--- src/rtl/pipe_csel_adder_if.sv ---
// Operand/result handshake bundle for pipe_csel_adder.
// V exists only when PIPE_CSEL_ADDER_OVF_EN is defined.
interface pipe_csel_adder_if #(
    parameter int W = 32
);
    logic [W-1:0] X;
    logic [W-1:0] Y;
    logic         CI;
    logic         SUB;
    logic         IV;
    logic         IR;
    logic [W:0]   S;
    logic         OV;
    logic         OR;
`ifdef PIPE_CSEL_ADDER_OVF_EN
    logic         V;

    modport master (
        output X, Y, CI, SUB, IV, OR,
        input  IR, S, OV, V
    );

    modport slave (
        input  X, Y, CI, SUB, IV, OR,
        output IR, S, OV, V
    );
`else
    modport master (
        output X, Y, CI, SUB, IV, OR,
        input  IR, S, OV
    );

    modport slave (
        input  X, Y, CI, SUB, IV, OR,
        output IR, S, OV
    );
`endif
endinterface

--- src/rtl/pipe_csel_adder.sv ---
// Pipelined carry-select adder/subtractor, one GW-bit group per stage.
// Define PIPE_CSEL_ADDER_OVF_EN to add the pipelined signed-overflow output V.
module pipe_csel_adder #(
    parameter int W  = 32,
    parameter int GW = 8
) (
    input logic              CLK,
    input logic              RST,
    pipe_csel_adder_if.slave io
);
    localparam int P = W / GW;

    if (W < 2 || GW < 1 || (W % GW) != 0) begin : g_bad_cfg
        $error("pipe_csel_adder: W must be >= 2 and a multiple of GW");
    end

    function automatic logic [GW:0] ripple(
        input logic [GW-1:0] a,
        input logic [GW-1:0] b,
        input logic          c
    );
        logic [GW:0] r;
        logic        cy;
        r  = '0;
        cy = c;
        for (int i = 0; i < GW; i++) begin
            r[i] = a[i] ^ b[i] ^ cy;
            cy   = (a[i] & b[i]) | (cy & (a[i] ^ b[i]));
        end
        r[GW] = cy;
        return r;
    endfunction

    logic [W-1:0]          ye;
    logic                  ce;
    logic                  adv;

    // xin/yin/cin/vin: what each stage sees from its upstream neighbour
    logic [P-1:0][W-1:0]   xin;
    logic [P-1:0][W-1:0]   yin;
    logic [P-1:0]          cin;
    logic [P-1:0]          vin;

    // sx holds finished sum groups below k and untouched X groups above
    logic [P-1:0][W-1:0]   sx_q, sx_d;
    // yr holds the not-yet-consumed Ye groups, shifted down to bit 0
    logic [P-1:0][W-1:0]   yr_q, yr_d;
    logic [P-1:0]          c_q, c_d;
    logic [P-1:0]          v_q, v_d;

    logic [GW:0]           s0, s1, sel;

`ifdef PIPE_CSEL_ADDER_OVF_EN
    logic                  vf_q, vf_d;
`endif

    always_comb begin
        ye  = io.SUB ? ~io.Y : io.Y;
        ce  = io.SUB | io.CI;
        adv = ~v_q[P-1] | io.OR;
    end

    for (genvar k = 0; k < P; k++) begin : g_link
        if (k == 0) begin : g_head
            assign xin[k] = io.X;
            assign yin[k] = ye;
            assign cin[k] = ce;
            assign vin[k] = io.IV;
        end else begin : g_body
            assign xin[k] = sx_q[k-1];
            assign yin[k] = yr_q[k-1];
            assign cin[k] = c_q[k-1];
            assign vin[k] = v_q[k-1];
        end
    end

    always_comb begin
        sx_d = '0;
        yr_d = '0;
        c_d  = '0;
        v_d  = '0;
        s0   = '0;
        s1   = '0;
        sel  = '0;
        for (int k = 0; k < P; k++) begin
            s0  = ripple(xin[k][k*GW +: GW], yin[k][GW-1:0], 1'b0);
            s1  = ripple(xin[k][k*GW +: GW], yin[k][GW-1:0], 1'b1);
            sel = cin[k] ? s1 : s0;
            sx_d[k] = xin[k];
            sx_d[k][k*GW +: GW] = sel[GW-1:0];
            c_d[k]  = sel[GW];
            v_d[k]  = vin[k];
            yr_d[k] = yin[k] >> GW;
        end
    end

`ifdef PIPE_CSEL_ADDER_OVF_EN
    // the last stage still sees X's sign bit and Ye's top group
    always_comb begin
        vf_d = (xin[P-1][W-1] == yin[P-1][GW-1])
             & (sx_d[P-1][W-1] != xin[P-1][W-1]);
    end
`endif

    always_ff @(posedge CLK or posedge RST) begin
        if (RST) begin
            sx_q <= '0;
            yr_q <= '0;
            c_q  <= '0;
            v_q  <= '0;
`ifdef PIPE_CSEL_ADDER_OVF_EN
            vf_q <= 1'b0;
`endif
        end else if (adv) begin
            sx_q <= sx_d;
            yr_q <= yr_d;
            c_q  <= c_d;
            v_q  <= v_d;
`ifdef PIPE_CSEL_ADDER_OVF_EN
            vf_q <= vf_d;
`endif
        end
    end

    assign io.IR = adv;
    assign io.OV = v_q[P-1];
    assign io.S  = {c_q[P-1], sx_q[P-1]};
`ifdef PIPE_CSEL_ADDER_OVF_EN
    assign io.V  = vf_q;
`endif

    // nothing is left to consume after the final stage
    logic unused_yr;
    assign unused_yr = ^yr_q[P-1];

endmodule

--- src/flat_wrapper.sv ---
// flat-port wrapper written by rule: the top's interface ports become plain ports
module pipe_csel_adder_flat 
#(
    parameter int W  = 32,
    parameter int GW = 8
)
  (CLK, RST, io_X, io_Y, io_CI, io_SUB, io_IV, io_OR, io_IR, io_S, io_OV);
  pipe_csel_adder_if #(.W(W)) io_i ();
  input logic CLK;
  input logic RST;
  input wire logic [$bits(io_i.X)-1:0] io_X;
  input wire logic [$bits(io_i.Y)-1:0] io_Y;
  input wire logic [$bits(io_i.CI)-1:0] io_CI;
  input wire logic [$bits(io_i.SUB)-1:0] io_SUB;
  input wire logic [$bits(io_i.IV)-1:0] io_IV;
  input wire logic [$bits(io_i.OR)-1:0] io_OR;
  output wire logic [$bits(io_i.IR)-1:0] io_IR;
  output wire logic [$bits(io_i.S)-1:0] io_S;
  output wire logic [$bits(io_i.OV)-1:0] io_OV;
  assign io_i.X = io_X;
  assign io_i.Y = io_Y;
  assign io_i.CI = io_CI;
  assign io_i.SUB = io_SUB;
  assign io_i.IV = io_IV;
  assign io_i.OR = io_OR;
  assign io_IR = io_i.IR;
  assign io_S = io_i.S;
  assign io_OV = io_i.OV;
  pipe_csel_adder #(.W(W), .GW(GW)) u_core (.CLK(CLK), .RST(RST), .io(io_i));
endmodule
--- config.mk ---
export PLATFORM = sky130hd
export DESIGN_NAME = pipe_csel_adder_flat
export DESIGN_NICKNAME = d
export VERILOG_FILES = /design/src/rtl/pipe_csel_adder_if.sv /design/src/rtl/pipe_csel_adder.sv /design/src/flat_wrapper.sv
export SDC_FILE = /design/constraint.sdc
export NUM_CORES = 1
export LEC_CHECK = 0
export ABC_CLOCK_PERIOD_IN_PS = 9500
export BUFFER_PORTS_ARGS = -buffer_cell sky130_fd_sc_hd__buf_2
export CELL_PAD_IN_SITES_DETAIL_PLACEMENT = 1
export CELL_PAD_IN_SITES_GLOBAL_PLACEMENT = 1
export CORE_MARGIN = 10
export CORE_UTILIZATION = 30
export DETAILED_ROUTE_END_ITERATION = 10
export GPL_ROUTABILITY_DRIVEN = 0
export PLACE_DENSITY_LB_ADDON = 0.12
export SLEW_MARGIN = 10
export SYNTH_ARGS = -nofsm -noshare
export SYNTH_HDL_FRONTEND = slang
export SYNTH_SLANG_ARGS = --single-unit
--- constraint.sdc ---
create_clock -name CLK -period 9.5 [get_ports CLK]
set_input_delay 2.85 -clock CLK [delete_from_list [all_inputs] [get_ports CLK]]
set_output_delay 2.85 -clock CLK [all_outputs]
set_load 0.02 [all_outputs]
After elaboration in Yosys (flattened, before gate mapping)
Cells that the tools add are included.

Output and inout bits: 35. Bits in registers: 184. Memories: 0. ROM bits: 0. Memory bits (writable): 0. Bits in latches: 0.

Mux-type cells: 5. Order comparisons: 0. Bitwise gates (word level): 244. Add/subtract/negate cells: 0. Equal/unequal tests: 0. Div/mod/pow operators: 0. Shift operators: 0. $mul: 0. Reductions and logical operators: 0.

Operator list (number): 1-bit AND (88); 1-bit bitwise XOR (88); 1-bit bitwise OR (62); 9-bit two-way mux (4); 32-bit two-way mux (1); 32-bit inverter (1); 1-bit inverter (5).

Logic depth before layout (Yosys ltp)
Gate-level depths: netlist of run 1.

Depth after elaboration: 19. Mapped depth: 18.

Least setup slack after synthesis of run 1
Ideal clock, no wire load.

Path type: input -> register. From: input port io_SUB. To: register u_core.sx_q, in the netlist u_core.sx_d[39]. Required time: 9375 ps. Data arrival time: 6656 ps. Stages on the path: 18. Setup slack: 2719 ps. Buffers on the path: 2. Library setup time: 125 ps. Cell sequence: buf_2 > buf_2 > xor2_1 > inv_1 > ha_1 > o21ai_0 > o31ai_1 > fa_1 > fa_1 > fa_1 > fa_1 > inv_1 > fa_1 > inv_1 > fa_1 > inv_1 > fa_1 > mux2_4.

RTL lines: from (decl) (line flat_wrapper.sv:14) `input wire logic [$bits(io_i.SUB)-1:0] io_SUB;`; to (signal assigned) (line pipe_csel_adder.sv:107) `sx_q <= '0;`; to (signal assigned) (line pipe_csel_adder.sv:115) `sx_q <= sx_d;`; to (decl) (line pipe_csel_adder.sv:45) `logic [P-1:0][W-1:0] sx_q, sx_d;`.

Worst setup path after layout of run 1
From: input port io_OR. To: output port io_IR.

Cells in the longest elaborated chain, start to end: 1.

RTL lines: from (decl) (line flat_wrapper.sv:16) `input wire logic [$bits(io_i.OR)-1:0] io_OR;`; 1-bit bitwise OR (line pipe_csel_adder.sv:60) `adv = ~v_q[P-1] | io.OR;`; to (decl) (line flat_wrapper.sv:17) `output wire logic [$bits(io_i.IR)-1:0] io_IR;`.

Every way passes these cells.

==> summary.txt, run 1 <==
Run status
  • Outcome: finished clean

Layout
  • Final Cell Area: 9960 um^2
  • Finished Core Util: 34.4%
  • Ant. Diodes: 0
  • Synth-to-layout area growth: 12.4%
  • Final #Nets: 727
  • Share of layout cells above drive strength 1: 48.7%

Logic synthesis
  • Area fraction of the dominant cell type after synthesis: 51.9%
  • Syn Area/Cell: 16.0 um^2
  • Seq/Total Area, Yosys: 51.9%
  • Post-synth EDFFs: 0
  • Synth top area cells: dfrtp_1 52%, mux2_4 22%, fa_1 6.3%
  • Post-synth top area cell: dfrtp_1
  • Synth warn: 0
  • Count leader, synth: dfrtp_1
  • Synthesized net count: 659
  • Post-synthesis register bit count: 184
  • Post-synth top cells: 184 x dfrtp_1, 131 x mux2_4, 36 x mux2_2
  • Mapped Area: 8870 um^2
  • Post-synthesis cell type count: 22
  • Asr flop ratio synth: 100%
  • Top_reg_cell synth: dfrtp_1
  • Post-synthesis cell count: 553

Die
  • Die height: 192 um
  • Chip width: 192 um
  • Die area: 36800 um^2
  • Io pins: 105
  • Rows: 62
  • Core area: 28900 um^2
  • Starting Density: 30.6%

Place
  • Post-DP Area: 9390 um^2
  • Detailed placement HPWL: 12.0 mm
  • I/O Buffers: 104

Setup path
  • Critical path buffers and inverters: 2
  • Worst Setup End Kind: output port
  • CP top delay family: buffers and inverters
  • Worst EP arrival: 3.91 ns
  • WS Path Type: in -> out
  • CP peak stage delay: 0.49 ns
  • CP Cell Sequence: buf_2 -> nand2b_4 -> buf_2
  • CP max FO: 24
  • Crit-path most repeated cell: buf_2
  • Slowest CP cell: nand2b_4
  • CP Launch Type: input port
  • CP required: 6.65 ns

STA
  • F_max: 148 MHz
  • Slew margin rel.: 32.3%
  • Max-slew violations: 0
  • Setup TNS Final: 0 ns
  • Final Setup Violations: 0
  • Minimum clock period: 6.76 ns
  • Fin Clk Skew: 0.0148 ns
  • Final Hold Fails: 0
  • Least-Margin Pin Slew: 1.02 ns
  • Final Cycle Share: 71.1%
  • RSZ-0062 raised after global routing: false

Drt
  • DRT antenna net count: 0
  • Drt wl/cell: 17.6 um
  • Drt first pass iters: 4
  • Vias after detailed routing: 4283
  • Initial DRC Count: 193
  • Routed WL: 17.9 mm
  • # DRC: 0
  • Drt via density: 4.21

CTS
  • CTS Sinks: 184
  • CTS Hold Buffers Added: 0
  • Root cell of the clock tree: clkbuf_16
  • Num CTS Buffers: 17
  • Clock H-tree levels: 4
  • Worst-path clk slew: 0.07 ns
  • Clk Latency, worst-skew pair: 0.43 ns
  • Max clock buf depth: 2
  • Postcts setup bufs: 0
  • CTS tree: done
  • CTS resizes: 0

Global route
  • First-pass GRT wire length: 29.3 mm
  • Largest net degree at the start of global routing: 120
  • Total global routing overflow: 0
  • GRT Util Overall: 10.2%
  • Vias in the first global route: 4995
  • Initial antenna violation count: 0

Hold path
  • Hold Crit Class: reg -> reg

Power
  • P_leak: 4.79 nW
  • VDD IR-drop max: 0.000112 V
  • Cell area power density: 338 nW/um^2

Flow run
  • Max-cap violations: 0
-- through the flow --
stage / hold slack [ns] / setup WS, ns / std cells / power [mW]
global route: 0.498 / 2.64 / 1018 / 3.63
CTS: 0.489 / 2.70 / 1018 / 3.45
floorplan: 0.435 / 1.65 / 553 / 2.48
global placement: 0.455 / 2.59 / 986 / 2.65
detailed placement: 0.476 / 2.45 / 986 / 2.70
finish: 0.481 / 2.74 / 1018 / 3.36
-- registers in the layout, indices dropped and copies added, names as in the netlist --
signal / flops
u_core.c_q: 4
u_core.yin: 48
u_core.v_q: 4
u_core.sx_d: 72
u_core.sx_q: 24
u_core.io.S: 32
-- layout make-up --
| cell class | instances | area, um^2 |
|---|---|---|
| clock buffer | 20 | 447 |
| clock inverter | 12 | 131 |
| fill | 2993 | 19000 |
| inverter | 33 | 131 |
| multi-input combinational | 276 | 3610 |
| sequential | 184 | 4600 |
| tap | 384 | 480 |
| timing repair buffer | 109 | 558 |
-- placed cells by master, fill, tap and decap left out, types with 2 or more instances in the layout --
cell type     n
inv_8         4
inv_6         4
fa_1         28
clkinv_4      2
o21ai_0       2
dfrtp_1     184
clkinvlp_4    2
xnor2_1       8
a21oi_1      12
nor3b_1      12
clkbuf_1      2
mux2i_1       6
xor2_1       27
buf_4         5
mux2_2       36
inv_1        32
clkbuf_16    17
mux2_4      131
ha_1          8
buf_2       104
-- path summary, 6_finish.rpt --
check	startpoint	end	slack, ns	cells past startpoint
setup / recovery	io_OR	io_IR	2.74	3
hold / removal	u_core.v_q[2]	u_core.v_q[3]	0.48	1
setup reg to reg	u_core.sx_q[88]	u_core.io.S[31]	5.21	12
hold reg to reg	u_core.v_q[2]	u_core.v_q[3]	0.48	1
max in group asynchronous	RST	u_core.io.S[23]	5.47	3
min in group asynchronous	RST	u_core.sx_d[50]	2.57	2
-- metal layers --
| metal | wire length (um) | global-route usage [%] | up-vias |
|---|---|---|---|
| met3 | 758 | 3.21 | 4 |
| li1 | - | - | 1948 |
| met2 | 8400 | 15.5 | 75 |
| met4 | 117 | 2.43 | 0 |
| met5 | 0 | 0 | - |
| met1 | 8680 | 13.7 | 2256 |
-- cell families (layout without fill, tap and decap cells) --
| family | after synthesis | after routing | synth area share, % |
|---|---|---|---|
| AOI/OAI and AO/OA | 16 | 16 | 0.974 |
| xor gates and xnor gates | 35 | 35 | 3.46 |
| adders and majority gates | 36 | 36 | 7.45 |
| buffers and inverters | 93 | 174 | 7.42 |
| DFF | 184 | 184 | 51.9 |
| muxes | 173 | 173 | 27.4 |
| and+or+nand+nor | 16 | 16 | 1.33 |
-- power breakdown --
| part | internal (mW) | leakage [nW] | switching, mW |
|---|---|---|---|
| clock network | 0.379 | 0.278 | 0.337 |
| registers | 1.14 | 2.13 | 0.231 |
| logic | 0.753 | 2.38 | 0.524 |
| total | 2.27 | 4.79 | 1.09 |
(Power assumes the default switching activity.)
==> inputs of run 2 (changes only) <==
--- a/config.mk
+++ b/config.mk
@@ -5,7 +5,8 @@
 export SDC_FILE = /design/constraint.sdc
 export NUM_CORES = 1
 export LEC_CHECK = 0
-export ABC_CLOCK_PERIOD_IN_PS = 9500
+export ABC_AREA = 1
+export ABC_CLOCK_PERIOD_IN_PS = 5940
 export BUFFER_PORTS_ARGS = -buffer_cell sky130_fd_sc_hd__buf_2
 export CELL_PAD_IN_SITES_DETAIL_PLACEMENT = 1
 export CELL_PAD_IN_SITES_GLOBAL_PLACEMENT = 1
==> constraint.sdc (replaced) <==
create_clock -name CLK -period 5.94 [get_ports CLK]
set_input_delay 1.782 -clock CLK [delete_from_list [all_inputs] [get_ports CLK]]
set_output_delay 1.782 -clock CLK [all_outputs]
set_load 0.02 [all_outputs]
==> run 2 against run 1 <==
Effect of this change:
- register-to-register slack worse by 3.6 ns
- power up 45%
- combinational power up 25%
- clock skew up 0.021 ns
- utilization up 0.46 points
- global-route usage up 1.0 points
- first-iteration DRC count up 63%
- via count up 32%
- flip-flop and latch count unchanged
- critical path depth up 14
- final cell count up 31%
- largest power group unchanged
==> summary.txt, run 2 <==
STA
  • Slew margin rel.: 33.7% (+1.3 points)
  • Max-slew violations: 0 (unchanged)
  • Final Hold Fails: 0 (unchanged)
  • RSZ-0062 raised after global routing: false
  • Least-Margin Pin Slew: 0.995 ns (-0.0201 ns)
  • Fin Clk Skew: 0.0356 ns (+0.0208 ns)
  • Final Cycle Share: 83.7%
  • Minimum clock period: 4.97 ns
  • F_max: 201 MHz
  • Setup TNS Final: 0 ns (unchanged)
  • Final Setup Violations: 0 (unchanged)
  • Worst Hold Margin: 0.458 ns (-0.0233 ns)

Die
  • Chip width: 187 um (-2.7%)
  • Die area: 34900 um^2 (-5.3%)
  • Die height: 187 um (-2.7%)
  • Core area: 27200 um^2 (-6.1%)
  • Starting Density: 30.7% (+0.068 points)
  • Io pins: 105 (unchanged)
  • Rows: 60 (-3.2%)

Layout
  • Max reg flops: 72 (unchanged)
  • Most common cell after layout, fill and taps aside: nand2_1
  • Commonest non-fill, non-tap cells in the layout: 321 x nand2_1, 184 x dfrtp_1, 104 x buf_2, 94 x inv_1, 92 x o21ai_0
  • Synth-to-layout area growth: 13.6%
  • Final #Nets: 1055 (+45%)
  • Share of layout cells above drive strength 1: 16.8% (-32 points)
  • Non-filler cells, final: 1335 (+31%)
  • Finished Core Util: 34.9% (+0.46 points)

Global route
  • First-pass GRT wire length: 31.9 mm (+8.9%)
  • Vias in the first global route: 6139 (+23%)
  • GRT Util Overall: 11.2% (+1.0 points)
  • Total global routing overflow: 0 (unchanged)
  • Initial antenna violation count: 2 (+2)
  • Largest net degree at the start of global routing: 133 (+11%)

Setup path
  • Reg2Reg Capture Point: u_core.io.S[31]
  • R2r startpoint: u_core.sx_q[88]
  • CP required: 6.24 ns (-0.41 ns)
  • CP max FO: 9 (-63%)
  • CP Launch Type: input port
  • Worst EP arrival: 5.28 ns (+1.37 ns)
  • Worst Setup End Kind: flop
  • FF-to-FF path depth: 12 (unchanged)
  • WS Path Type: in -> reg
  • R2r setup slk: 1.59 ns (-3.62 ns)

Place
  • Detailed placement HPWL: 12.2 mm (+1.2%)
  • Placed Cells: 1302 (+32%)
  • I/O Buffers: 104 (unchanged)

Logic synthesis
  • Post-synth top cells: 321 x nand2_1, 184 x dfrtp_1, 95 x inv_1
  • Synth top area cells: dfrtp_1 55%, nand2_1 14%, fa_1 6.7%
  • Area fraction of the dominant cell type after synthesis: 55.2% (+3.2 points)
  • Synth warn: 0 (unchanged)
  • Post-synthesis register bit count: 184 (unchanged)
  • Mapped Area: 8350 um^2 (-5.9%)
  • Top_reg_cell synth: dfrtp_1
  • Count leader, synth: nand2_1
  • Post-synthesis cell count: 897 (+62%)
  • Post-synthesis cell type count: 22 (unchanged)
  • Post-synth EDFFs: 0 (unchanged)
  • Syn Area/Cell: 9.30 um^2 (-42%)
  • Synthesized net count: 1003 (+52%)
  • Asr flop ratio synth: 100% (unchanged)
  • Post-synth top area cell: dfrtp_1
  • Seq/Total Area, Yosys: 55.2% (+3.2 points)

Drt
  • DRT antenna net count: 0 (unchanged)
  • # DRC: 0 (unchanged)
  • Routed WL: 18.6 mm (+3.9%)
  • Drt first pass iters: 4 (unchanged)
  • Drt via density: 4.23 (+0.56%)
  • Initial DRC Count: 315 (+63%)
  • Vias after detailed routing: 5648 (+32%)
  • Drt wl/cell: 14.0 um (-21%)

CTS
  • CTS tree: done
  • Clk Latency, worst-skew pair: 0.45 ns (+0.02 ns)
  • Postcts setup bufs: 0 (unchanged)
  • Max clock buf depth: 2 (unchanged)
  • CTS Hold Buffers Added: 0 (unchanged)
  • CTS Sinks: 184 (unchanged)
  • Worst-path clk slew: 0.08 ns (about the same)
  • CTS resizes: 0 (unchanged)
  • Num CTS Buffers: 17 (unchanged)
  • Clock H-tree levels: 4 (unchanged)
  • Root cell of the clock tree: clkbuf_16

Power
  • P_leak: 4.82 nW (+0.56%)
  • VDD IR-drop max: 0.000172 V (+53%)
  • Cell area power density: 513 nW/um^2 (+52%)

Hold path
  • Hold_sp: u_core.v_q[2]
  • Hold Crit Class: reg -> reg
  • Hold EP: u_core.v_q[3]
  • Hold Path Depth: 2 (+1)

Run status
  • Outcome: finished clean

Flow run
  • Max-cap violations: 0 (unchanged)
==> run 2: changes by cell type after synthesis, moves of 15 or more <==
cell / delta
o21ai_1: +34
nand3_1: +28
o21ai_0: +90
mux2_2: -36
mux2_4: -131
or2_2: +15
nand2_1: +321
xor2_1: -25
inv_1: +62
==> run 2: final cells by class <==
cell class,instances,area [um^2]
multi-input cells,538,2830
repair buffers,111,586
inverters,97,373
flip-flops and latches,184,4600
clock inverters,14,180
well taps,372,465
diodes,1,2.50
fillers,3202,17700
clock buffers,18,439
==> run 2: worst max-delay path, stage by stage <==
cell	delay (ns)
buf_2	0.23
xnor2_1	0.13
ha_1	0.20
nor2_1	0.10
a21oi_1	0.06
fa_1	0.39
fa_1	0.39
fa_1	0.38
fa_1	0.36
inv_1	0.07
fa_1	0.16
inv_1	0.05
fa_1	0.35
inv_1	0.07
fa_1	0.40
nand2_1	0.08
o21ai_0	0.08
==> run 2: power breakdown <==
part / internal (mW) / leakage [nW] / switching, mW
combinational: 0.587 / 2.30 / 1.02
clock: 0.618 / 0.299 / 0.569
sequential: 1.81 / 2.22 / 0.265
==> run 2: kinds of logic (layout without fill, tap and decap cells) <==
kind of cell	count (synthesis)	count (layout)	share of synthesized area, %
other	0	1	0
AOI/OAI and AO/OA	127	127	7.62
DFF	184	184	55.2
adders and majority gates	36	36	7.92
xor gates and xnor gates	8	8	0.840
buffers and inverters	175	240	11.0
and+or+nand+nor	367	367	17.5
==> run 2: stage by stage <==
step | setup slack (ns) | power, mW | area [um^2]
after floorplan | 0.763 | 3.44 | 8350
after global placement | 0.525 | 3.74 | 8860
after detailed placement | 0.482 | 3.78 | 8860
after CTS | 0.954 | 5.01 | 9480
after global routing | 0.679 | 5.37 | 9480
final | 0.966 | 4.86 | 9480
==> run 2: worst max path at each step <==
| stage | startpoint | end | slack (ns) | cells past startpoint |
|---|---|---|---|---|
| 2_1_floorplan | io_SUB | u_core.sx_d[39] | 0.76 | 17 |
| 3_3_place_gp | io_SUB | u_core.sx_d[39] | 0.52 | 17 |
| 3_5_place_dp | io_SUB | u_core.sx_d[39] | 0.48 | 17 |
| 4_1_cts | io_SUB | u_core.sx_d[39] | 0.95 | 17 |
| 5_1_grt | io_SUB | u_core.sx_d[39] | 0.68 | 17 |
| 6_report | io_SUB | u_core.sx_d[39] | 0.97 | 17 |
==> run 2: metal layers <==
layer / part of all wire, % / track usage (%) / vias to the layer above
met2: 48 / 18.4 / 68
li1: - / - / 2812
met5: 0.043 / 0 / -
met4: 0.94 / 3.07 / 2
met3: 3.5 / 2.79 / 13
met1: 47 / 14.2 / 2753
